===== src/rtl/addsub_arbiter.sv =====
// Round-robin arbiter sharing one 16-bit signed add/subtract unit among N
// requesters, with a registered tagged response slot and sticky overflow flag.
module addsub_arbiter #(
  parameter  int unsigned N  = 4,
  localparam int unsigned IW = (N > 1) ? $clog2(N) : 1
) (
  input  logic              clk,
  input  logic              rst,
  input  logic [N-1:0]      req_valid,
  input  logic [N-1:0]      req_op,
  input  logic [16*N-1:0]   req_a,
  input  logic [16*N-1:0]   req_b,
  output logic [N-1:0]      req_ready,
  output logic              rsp_valid,
  input  logic              rsp_ready,
  output logic [IW-1:0]     rsp_id,
  output logic [15:0]       rsp_result,
  output logic              rsp_overflow,
  output logic              ovf_sticky,
  input  logic              ovf_clear
);

  localparam int unsigned DW = 16;

  logic [IW-1:0] ptr_q, ptr_d;
  logic          rsp_valid_q, rsp_valid_d;
  logic [IW-1:0] rsp_id_q, rsp_id_d;
  logic [DW-1:0] rsp_result_q, rsp_result_d;
  logic          rsp_ovf_q, rsp_ovf_d;
  logic          sticky_q, sticky_d;

  logic [2*N-1:0] dbl_c;
  logic [N-1:0]   rot_c;
  logic [IW-1:0]  off_c;
  logic [IW:0]    sum_id_c;
  logic [IW-1:0]  gid_c;
  logic           found_c, free_c, accept_c;
  logic [DW-1:0]  a_c, b_c, b_eff_c, res_c;
  logic           op_c, ovf_c;

  assign free_c = !rsp_valid_q || rsp_ready;

  // Rotate requests so the pointer sits at bit 0, pick the lowest, rotate back.
  always_comb begin
    dbl_c    = {req_valid, req_valid} >> ptr_q;
    rot_c    = dbl_c[N-1:0];
    found_c  = 1'b0;
    off_c    = '0;
    for (int i = 0; i < int'(N); i++) begin
      if (rot_c[i] && !found_c) begin
        found_c = 1'b1;
        off_c   = IW'(i);
      end
    end
    sum_id_c = {1'b0, ptr_q} + {1'b0, off_c};
    if (sum_id_c >= (IW+1)'(N)) sum_id_c = sum_id_c - (IW+1)'(N);
    gid_c    = sum_id_c[IW-1:0];
    accept_c = found_c && free_c && !rst;
    req_ready = '0;
    if (accept_c) req_ready[gid_c] = 1'b1;
  end

  always_comb begin
    a_c  = '0;
    b_c  = '0;
    op_c = 1'b0;
    for (int i = 0; i < int'(N); i++) begin
      if (req_ready[i]) begin
        a_c  = req_a[i*DW +: DW];
        b_c  = req_b[i*DW +: DW];
        op_c = req_op[i];
      end
    end
    b_eff_c = op_c ? ~b_c : b_c;
    res_c   = a_c + b_eff_c + DW'(op_c);
    ovf_c   = op_c ? ((a_c[DW-1] != b_c[DW-1]) && (res_c[DW-1] != a_c[DW-1]))
                   : ((a_c[DW-1] == b_c[DW-1]) && (res_c[DW-1] != a_c[DW-1]));
  end

  always_comb begin
    ptr_d        = ptr_q;
    rsp_valid_d  = rsp_valid_q;
    rsp_id_d     = rsp_id_q;
    rsp_result_d = rsp_result_q;
    rsp_ovf_d    = rsp_ovf_q;
    sticky_d     = sticky_q;
    if (accept_c) begin
      ptr_d        = (gid_c == IW'(N-1)) ? '0 : gid_c + IW'(1);
      rsp_valid_d  = 1'b1;
      rsp_id_d     = gid_c;
      rsp_result_d = res_c;
      rsp_ovf_d    = ovf_c;
    end else if (rsp_ready) begin
      rsp_valid_d  = 1'b0;
    end
    // Setting on an overflowing accept takes priority over a clear.
    if (accept_c && ovf_c) sticky_d = 1'b1;
    else if (ovf_clear)    sticky_d = 1'b0;
  end

  always_ff @(posedge clk) begin
    if (rst) begin
      ptr_q        <= '0;
      rsp_valid_q  <= 1'b0;
      rsp_id_q     <= '0;
      rsp_result_q <= '0;
      rsp_ovf_q    <= 1'b0;
      sticky_q     <= 1'b0;
    end else begin
      ptr_q        <= ptr_d;
      rsp_valid_q  <= rsp_valid_d;
      rsp_id_q     <= rsp_id_d;
      rsp_result_q <= rsp_result_d;
      rsp_ovf_q    <= rsp_ovf_d;
      sticky_q     <= sticky_d;
    end
  end

  assign rsp_valid    = rsp_valid_q;
  assign rsp_id       = rsp_id_q;
  assign rsp_result   = rsp_result_q;
  assign rsp_overflow = rsp_ovf_q;
  assign ovf_sticky   = sticky_q;

endmodule


===== config.mk =====
export PLATFORM = sky130hd
export DESIGN_NAME = addsub_arbiter
export DESIGN_NICKNAME = d
export VERILOG_FILES = /design/src/rtl/addsub_arbiter.sv
export SDC_FILE = /design/constraint.sdc
export NUM_CORES = 1
export LEC_CHECK = 0
export BUFFER_PORTS_ARGS = -buffer_cell sky130_fd_sc_hd__buf_2
export CELL_PAD_IN_SITES_DETAIL_PLACEMENT = 0
export CELL_PAD_IN_SITES_GLOBAL_PLACEMENT = 2
export CORE_MARGIN = 2
export CORE_UTILIZATION = 22
export DETAILED_ROUTE_END_ITERATION = 6
export PLACE_DENSITY_LB_ADDON = 0.2
export SYNTH_ARGS = -nofsm -noshare
export SYNTH_HDL_FRONTEND = slang
export SYNTH_SLANG_ARGS = --single-unit

===== constraint.sdc =====
create_clock -name clk -period 6.8 [get_ports clk]
set_clock_uncertainty 0.2 [all_clocks]
set_input_delay 1.36 -clock clk [delete_from_list [all_inputs] [get_ports clk]]
set_output_delay 1.36 -clock clk [all_outputs]
set_load 0.02 [all_outputs]

[Word level (Yosys, flattened, before mapping)]
Cells that the tools add are included.
Word-level totals
  bits in registers: 23
  bits in latches: 0
  memory bits (writable): 0
  memory bits (read-only): 0
  output and inout port bits: 25
  memories: 0
Operators by class
  add/sub/neg operators: 5
  multipliers: 0
  div/mod/pow operators: 0
  $lt $le $gt $ge: 3
  equal/unequal tests: 4
  shifts and indexed selects: 1
  mux-type cells: 30
  bitwise gates (word level): 1
  reductions and logical operators: 17
Operators with widths (number)
  $mux 16: 9
  $add 16x1->16: 1
  $add 16x16->16: 1
  $not 16->16: 1
  $mux 1: 15
  $logic_and 1x1->1: 9
  $mux 2: 4
  $shr 8x2->4: 1
  $logic_not 1->1: 5
  $mux 4: 1
  $reduce_bool 2->1: 2
  $add 2x2->3: 1
  $ge 3x3->1 const B: 1
  $lt 2x3->1 const B: 1
  $add 2x1->2 const B: 1
  $demux 1 s2: 1
  $eq 2x2->1 const B: 1
  $ge 2x1->1 const B: 1
  $ne 1x1->1: 2
  $sub 2x1->2 const B: 1
  $eq 1x1->1: 1
  $logic_or 1x1->1: 1

[Logic depth before layout (Yosys ltp)]
Gate-level depths: netlist of the first run.
  depth after elaboration: 32
  depth in mapped cells: 27
  mapped depth without buffers: 25

[Least setup slack after synthesis of the first run]
Ideal clock, no wire load.
  path kind: input to register
  start point: in req_valid[2]
  end point: reg rsp_ovf_q (netlist: rsp_overflow)
  library setup time: 0.135 ns
  arrival time: 5.596 ns
  data required time: 6.465 ns
  path slack: 0.869 ns
  stages: 21
  buffers on the path: 2
  cells stage by stage: or4_1 > o2111ai_1 > ha_1 > xor2_1 > inv_1 > ha_1 > buf_1 > a22o_1 > a211oi_4 > clkbuf_1 > xnor2_1 > ha_1 > a21oi_1 > nand2_1 > a21o_1 > a21o_1 > a21oi_1 > o21a_4 > o21ai_4 > mux2i_1 > a211oi_2
Between the ends
  word-level cells in the longest chain between the ends: 30
Ends and longest elaborated chain
  start, declared: line 9  | input logic [N-1:0] req_valid,
  $shr 8x2->4 (*): line 45  | dbl_c = {req_valid, req_valid} >> ptr_q;
  $mux 1: line 50  | if (rot_c[i] && !found_c) begin
  $logic_not 1->1: line 50
  $logic_and 1x1->1: line 50
  $mux 1: line 50
  $logic_not 1->1: line 50
  $logic_and 1x1->1: line 50
  $mux 1: line 50
  [6 not listed]
  via sum_id_c[1]: line 35  | logic [IW:0] sum_id_c;
  [5 not listed]
  $mux 16 (4 in series): line 68  | if (req_ready[i]) begin
  $not 16->16: line 74  | b_eff_c = op_c ? ~b_c : b_c;
  $mux 16: line 74
  $add 16x16->16: line 75  | res_c = a_c + b_eff_c + DW'(op_c);
  $add 16x1->16: line 75
  $ne 1x1->1: line 76, 77
  $logic_and 1x1->1, on equally long branches: line 77, 76
  $mux 1 (*): line 76  | ovf_c = op_c ? ((a_c[DW-1] != b_c[DW-1]) && (res_c[DW-1] != a_c[DW-1]))
  end signal, assigned: line 114  | rsp_ovf_q <= rsp_ovf_d;
  end, declared: line 29  | logic rsp_ovf_q, rsp_ovf_d;
Mark *: on every way through the listed nets, which the timed path passes. The rest lies on a longest branch.
A chain may end at the register's enable or synchronous reset.

[Final worst setup path of the first run]
Ends and elaborated chain as after synthesis.

==> results.sh, run 1 <==
export IMPL_status="finished clean"
export IMPL_synth_warnings=0
export IMPL_cts_made_buffers=3
export IMPL_drc_errors=0
export IMPL_combPwrFrac_pct=71.7
export IMPL_first_pass_iters=6
export IMPL_row_count=40
export IMPL_layout_setup_ws_ns=0.638
export IMPL_yosysTopAreaCellShare_pct=17.1
export IMPL_hpwl_um=8110
export IMPL_critPathBufInv=4
export IMPL_core_area_um2=12000
export IMPL_period_needed_ns=6.16
export IMPL_yosysTopAreaCell="dfxtp_1"
export IMPL_clk_pin_slew_ns=0.06
export IMPL_area_delta_synth_final_pct=39.3
export IMPL_dieArea_um2=13200
export IMPL_drive_above_1_share_pct=35.4
export IMPL_sequentialPowerShare_pct=17.2
export IMPL_syn_avg_cell_area_um2=7.17
export IMPL_cts_root_buffer="clkbuf_16"
export IMPL_required_ns=6.73
export IMPL_drtAntennaViolNets=0
export IMPL_p_sw_mw=0.550
export IMPL_n_antenna_cell=0
export IMPL_path_cells="buf_2 -> or4_1 -> o2111ai_1 -> ha_1 -> xor2_1 -> inv_1 -> ha_1 -> nand2_1 -> inv_1 -> buf_4 -> a221oi_1 -> nor3_1 -> a21oi_1 -> xnor2_1 -> ha_1 -> a21oi_1 -> nand2_1 -> a21o_1 -> a21o_1 -> a21oi_1 -> o21a_4 -> o21ai_4 -> mux2i_1 -> a211oi_2"
export IMPL_worst_endpoint_arrival_ns=6.09
export IMPL_nets=684
export IMPL_routedWlPerCell_um=14.6
export IMPL_syn_inst=376
export IMPL_clock_latency_ns=0.25
export IMPL_tns_ns=0
export IMPL_finalCritPeriodShare_pct=90.6
export IMPL_grtUsageTotal_pct=14.2
export IMPL_crit_fanout=28
export IMPL_synth_top_family_by_area="compound AO/OA/AOI/OAI gates"
export IMPL_io_pins=165
export IMPL_grt_ovfl_total=0
export IMPL_vias=3166
export IMPL_p_clk_share_pct=11.1
export IMPL_viasPerCell=4.73
export IMPL_rrSetupSlack_ns=1.44
export IMPL_worst_path_stages=24
export IMPL_post_cts_resized=0
export IMPL_intPower_mw=0.602
export IMPL_r2r_end="rsp_overflow"
export IMPL_fmax_mhz=162
export IMPL_cts_tree="done"
export IMPL_yosys_mux_area_fraction_pct=0.929
export IMPL_powerDensity_nw_per_um2=307
export IMPL_slew_viol_final=0
export IMPL_r2r_start="ptr_q[0]"
export IMPL_cts_sinks=23
export IMPL_rsz0062_at_grt="false"
export IMPL_setup_violations_final=0
export IMPL_syn_area_um2=2700
export IMPL_worstRegToRegCells=23
export IMPL_end_kind="flop"
export IMPL_hold_class="flop to flop"
export IMPL_synth_cell_type_count=43
export IMPL_grt_pass1_wl_um=15400
export IMPL_totalWireLength_um=9750
export IMPL_hold_buffers=0
export IMPL_synth_nets=536
export IMPL_synthFlopType="dfxtp_1"
export IMPL_crit_path_end="rsp_overflow"
export IMPL_antenna_found_initial=0
export IMPL_switching_share_pct=47.7
export IMPL_synth_compound_area_share_pct=35.6
export IMPL_yosys_register_bits=23
export IMPL_die_h_um=115
export IMPL_first_global_vias=3126
export IMPL_gp_congestion=0.746
export IMPL_cts_setup_buffers=0
export IMPL_crit_family="compound AO/OA/AOI/OAI gates"
export IMPL_dp_slack_ns=0.351
export IMPL_synthTopCellsByCount="o21ai_0, nand2_1, nor2_1"
export IMPL_async_flop_share_pct=0
export IMPL_worstMarginPinSlew_ns=0.504
export IMPL_synth_xor_area_share_pct=10.1
export IMPL_hold_viol=0
export IMPL_worst_path_max_delay_cell="or4_1"
export IMPL_ir_worst_vdd_mv=0.0890
export IMPL_leakagePower_nw=1.75
export IMPL_start_kind="input port"
export IMPL_start_util_pct=22.5
export IMPL_synth_area_leaders="dfxtp_1, o21ai_0, ha_1, xnor2_1, a21oi_1"
export IMPL_cp_slowest_stage_delay_ns=0.52
export IMPL_grt_max_degree=51
export IMPL_crit_path_start="req_valid[2]"
export IMPL_drt_iter0_markers=131
export IMPL_yosys_area_share_simple_pct=21.2
export IMPL_slew_headroom_pct=66.1
export IMPL_die_w_um=115
export IMPL_maxCapViolations=0
export IMPL_htreeDepth=1
export IMPL_io_buffer_count=164
export IMPL_clock_path_buffers=2
export IMPL_synth_yosys_seq_area_share_pct=17.1
export IMPL_synth_most_common_cell="o21ai_0"
export IMPL_path_class="input port to flop"
export IMPL_synth_edf_count=0
export IMPL_synth_fa_ha_area_share_pct=9.56
power by group through the flow:
| stage | Combinational (mW) | Sequential, mW | Clock (mW) |
|---|---|---|---|
| detailed placement | 0.833 | 0.202 | 0 |
| floorplan | 0.548 | 0.242 | 0 |
| finish | 0.826 | 0.198 | 0.128 |
| global route | 0.932 | 0.203 | 0.137 |
| CTS | 0.838 | 0.199 | 0.131 |
| global placement | 0.831 | 0.203 | 0 |
cell type report:
cell class                 instances  area [µm²]
clock buffer                       3        75.1
sequential                        23         460
timing repair buffer             172         893
fill                            1334        8210
multi-input combinational        313        2090
inverter                          11        41.3
tap                              147         184
clock inverter                     1        5.00
through the flow:
stage	hold slack [ns]	std cells	total power [mW]	utilization, %	instance area, µm²
2_1_floorplan	0.321	376	0.791	-	2700
3_3_place_gp	0.240	666	1.03	30.7	3670
3_5_place_dp	0.248	666	1.04	30.7	3670
4_1_cts	0.259	670	1.17	31.4	3750
5_1_grt	0.296	670	1.27	31.4	3750
6_report	0.261	670	1.15	31.4	3750
worst min path at each step:
stage / from / endpoint / slack (ns) / cells after the start
2_1_floorplan: ptr_q[1] / ptr_q[1] / 0.32 / 2
3_3_place_gp: ovf_sticky / ovf_sticky / 0.24 / 2
3_5_place_dp: rsp_id[0] / rsp_id[0] / 0.25 / 2
4_1_cts: rsp_id[0] / rsp_id[0] / 0.26 / 2
5_1_grt: rsp_id[0] / rsp_id[0] / 0.30 / 2
6_report: rsp_id[0] / rsp_id[0] / 0.26 / 2
routing by layer:
layer | up-vias | global-route usage, % | wire length, µm | part of all wire (%)
met3 | 2 | 1.96 | 490 | 5.0
met4 | 0 | 1.63 | 25 | 0.26
met2 | 92 | 22.8 | 4300 | 44
li1 | 1674 | - | - | -
met5 | - | 0 | 0 | 0
met1 | 1398 | 20.8 | 4940 | 51
registers in the layout, indices dropped and copies added (netlist names):
register	count
ptr_q	2
rsp_id	2
ovf_sticky	1
rsp_result	16
rsp_valid	1
rsp_overflow	1
worst register-to-register path, stage by stage (launching register included):
cell and delay, ns:
dfxtp_1 0.40, or4_1 0.56, o2111ai_1 0.09, ha_1 0.18, xor2_1 0.31, inv_1 0.12
ha_1 0.27, nand2_1 0.23, inv_1 0.13, buf_4 0.24, a221oi_1 0.24, nor3_1 0.07
a21oi_1 0.18, xnor2_1 0.18, ha_1 0.33, a21oi_1 0.17, nand2_1 0.06, a21o_1 0.19
a21o_1 0.19, a21oi_1 0.23, o21a_4 0.19, o21ai_4 0.07, mux2i_1 0.29, a211oi_2 0.11
layout by cell type (no fill, tap or decap), drive strengths merged, types with 3 or more instances in the layout:
| cell | instances |
|---|---|
| nand3b | 16 |
| nor3 | 20 |
| xnor2 | 23 |
| buf | 172 |
| nand2 | 33 |
| dfxtp | 23 |
| a211oi | 8 |
| clkbuf | 3 |
| nor2 | 32 |
| a21o | 6 |
| nor2b | 4 |
| a221o | 14 |
| ha | 19 |
| a22oi | 3 |
| a21oi | 29 |
| a221oi | 16 |
| o21ai | 53 |
| and2 | 4 |
| a22o | 3 |
| inv | 11 |
| xor2 | 8 |
| nand3 | 4 |
cells by family (layout without fill, tap and decap cells):
family	Yosys count	after routing
buffers and inverters	40	187
DFF	23	23
xor gates and xnor gates	31	31
and+or+nand+nor	118	118
muxes	2	2
AOI/OAI and AO/OA	142	142
adders and majority gates	20	20
Note: power is estimated with default switching activity, not from simulation.
==> run 2, diff against run 1 <==
--- a/config.mk
+++ b/config.mk
@@ -5,12 +5,12 @@
 export SDC_FILE = /design/constraint.sdc
 export NUM_CORES = 1
 export LEC_CHECK = 0
-export BUFFER_PORTS_ARGS = -buffer_cell sky130_fd_sc_hd__buf_2
 export CELL_PAD_IN_SITES_DETAIL_PLACEMENT = 0
 export CELL_PAD_IN_SITES_GLOBAL_PLACEMENT = 2
 export CORE_MARGIN = 2
-export CORE_UTILIZATION = 22
+export CORE_UTILIZATION = 32
 export DETAILED_ROUTE_END_ITERATION = 6
+export DONT_BUFFER_PORTS = 1
 export PLACE_DENSITY_LB_ADDON = 0.2
 export SYNTH_ARGS = -nofsm -noshare
 export SYNTH_HDL_FRONTEND = slang
==> results.sh, run 2 (synthesis results as in run 1) <==
export IMPL_dieArea_um2=9170
export IMPL_leakagePower_nw=1.06
export IMPL_io_pins=165
export IMPL_routedWlPerCell_um=17.4
export IMPL_fmax_mhz=166
export IMPL_post_cts_resized=0
export IMPL_area_delta_synth_final_pct=4.92
export IMPL_crit_path_start="req_valid[2]"
export IMPL_start_util_pct=33.0
export IMPL_whs_ns=0.351
export IMPL_layout_setup_ws_ns=0.786
export IMPL_first_pass_iters=4
export IMPL_n_antenna_cell=0
export IMPL_drive_above_1_share_pct=5.29
export IMPL_required_ns=6.74
export IMPL_hold_buffers=0
export IMPL_hpwl_um=6750
export IMPL_min_delay_start="rsp_id[0]"
export IMPL_vias=2615
export IMPL_rsz0062_at_grt="false"
export IMPL_clock_path_buffers=2
export IMPL_tns_ns=0
export IMPL_drt_iter0_markers=80
export IMPL_worstRegToRegCells=21
export IMPL_worst_path_max_delay_cell="or4_1"
export IMPL_fin_area_um2=2830
export IMPL_cts_root_buffer="clkbuf_8"
export IMPL_nets=520
export IMPL_mostFrequentLayoutCells="o21ai_0, nand2_1, nor2_1, a21oi_1"
export IMPL_viasPerCell=5.64
export IMPL_largest_reg_flops=16
export IMPL_path_class="input port to flop"
export IMPL_worstMarginPinSlew_ns=0.467
export IMPL_drtAntennaViolNets=0
export IMPL_row_count=33
export IMPL_cp_slowest_stage_delay_ns=0.50
export IMPL_rrSetupSlack_ns=1.43
export IMPL_htreeDepth=1
export IMPL_path_cells="or4_1 -> o2111ai_1 -> ha_1 -> xor2_1 -> inv_1 -> ha_1 -> and2_2 -> buf_4 -> nor3_1 -> a21oi_1 -> xnor2_1 -> ha_1 -> a21oi_1 -> nand2_1 -> a21o_1 -> a21o_1 -> a21oi_1 -> o21a_4 -> o21ai_4 -> mux2i_1 -> a211oi_2"
export IMPL_ir_worst_vdd_mv=0.0960
export IMPL_min_path_cells=2
export IMPL_grtUsageTotal_pct=16.5
export IMPL_hold_viol=0
export IMPL_cts_made_buffers=3
export IMPL_layout_commonest_cell="o21ai_0"
export IMPL_finalCritPeriodShare_pct=88.4
export IMPL_core_area_um2=8180
export IMPL_cts_sinks=23
export IMPL_crit_fanout=38
export IMPL_gp_congestion=0.753
export IMPL_cts_setup_buffers=0
export IMPL_grt_ovfl_total=0
export IMPL_powerDensity_nw_per_um2=361
export IMPL_hold_class="flop to flop"
export IMPL_r2r_end="rsp_overflow"
export IMPL_slew_viol_final=0
export IMPL_first_global_vias=2450
export IMPL_grt_max_degree=39
export IMPL_r2r_start="ptr_q[0]"
export IMPL_antenna_found_initial=0
export IMPL_dp_slack_ns=0.517
export IMPL_status="finished clean"
export IMPL_die_h_um=95.8
export IMPL_setup_violations_final=0
export IMPL_clock_latency_ns=0.26
export IMPL_totalWireLength_um=8090
export IMPL_start_kind="input port"
export IMPL_cts_tree="done"
export IMPL_grt_pass1_wl_um=12000
export IMPL_worst_endpoint_arrival_ns=5.96
export IMPL_slew_headroom_pct=68.7
export IMPL_drc_errors=0
export IMPL_post_dp_cell_area_um2=2780
export IMPL_die_w_um=95.8
export IMPL_clk_pin_slew_ns=0.08
export IMPL_maxCapViolations=0
export IMPL_hold_path_end="rsp_id[0]"
export IMPL_end_kind="flop"
export IMPL_io_buffer_count=0
export IMPL_period_needed_ns=6.01
## run 2: cell count changes in the layout (fill, tap and decap cells not counted)
cell and delta:
buf_4 +1, clkbuf_16 -3, and2_1 +1, clkbuf_1 +1, buf_12 -1, clkinv_2 -1
clkbuf_8 +3, and2_0 -1, buf_2 -164, nor3_1 +1, nor3_2 -1
## run 2: area by class of cell
cell class	instances	area, µm²
inverters	11	41.3
repair buffers	8	60.1
fillers	925	5350
multi-input cells	313	2090
clock buffers	4	45.0
well taps	105	131
flip-flops and latches	23	460
## run 2: metrics by stage
step                utilization [%]  std cells  power [mW]
floorplan                         -        376       0.791
global placement               34.0        460       0.941
CTS                            34.6        464        1.03
detailed placement             34.0        460       0.944
finish                         34.6        464        1.02
global route                   34.6        464        1.13
## run 2: how the worst max path moves through the flow
stage / to / slack, ns
after CTS: ovf_sticky / 0.78
after global placement: ovf_sticky / 0.55
final: rsp_overflow / 0.79
after floorplan: rsp_overflow / 0.87
after detailed placement: ovf_sticky / 0.52
after global routing: rsp_result[14] / 0.44
## run 2: critical path, delay by kind of cell
kind,cells,cell delay (ns)
and+or+nand+nor,4,1.16
xor gates and xnor gates,2,0.55
AOI/OAI and AO/OA,9,1.30
adders and majority gates,3,0.85
buffers and inverters,2,0.42
muxes,1,0.30
## run 2: metal layers
layer	vias to the layer above	global-route usage (%)	routed length (µm)
met2	99	24.7	3500
met5	-	0	0
met1	1165	25.0	3980
li1	1349	-	-
met3	2	2.74	575
met4	0	2.86	33
## run 2: power breakdown
part	switching (mW)	leakage, nW	internal [mW]	total (mW)
clock network	0.0422	0.0228	0.0418	0.0840
logic	0.394	0.846	0.292	0.686
registers	0.0748	0.190	0.176	0.251
total	0.511	1.06	0.510	1.02
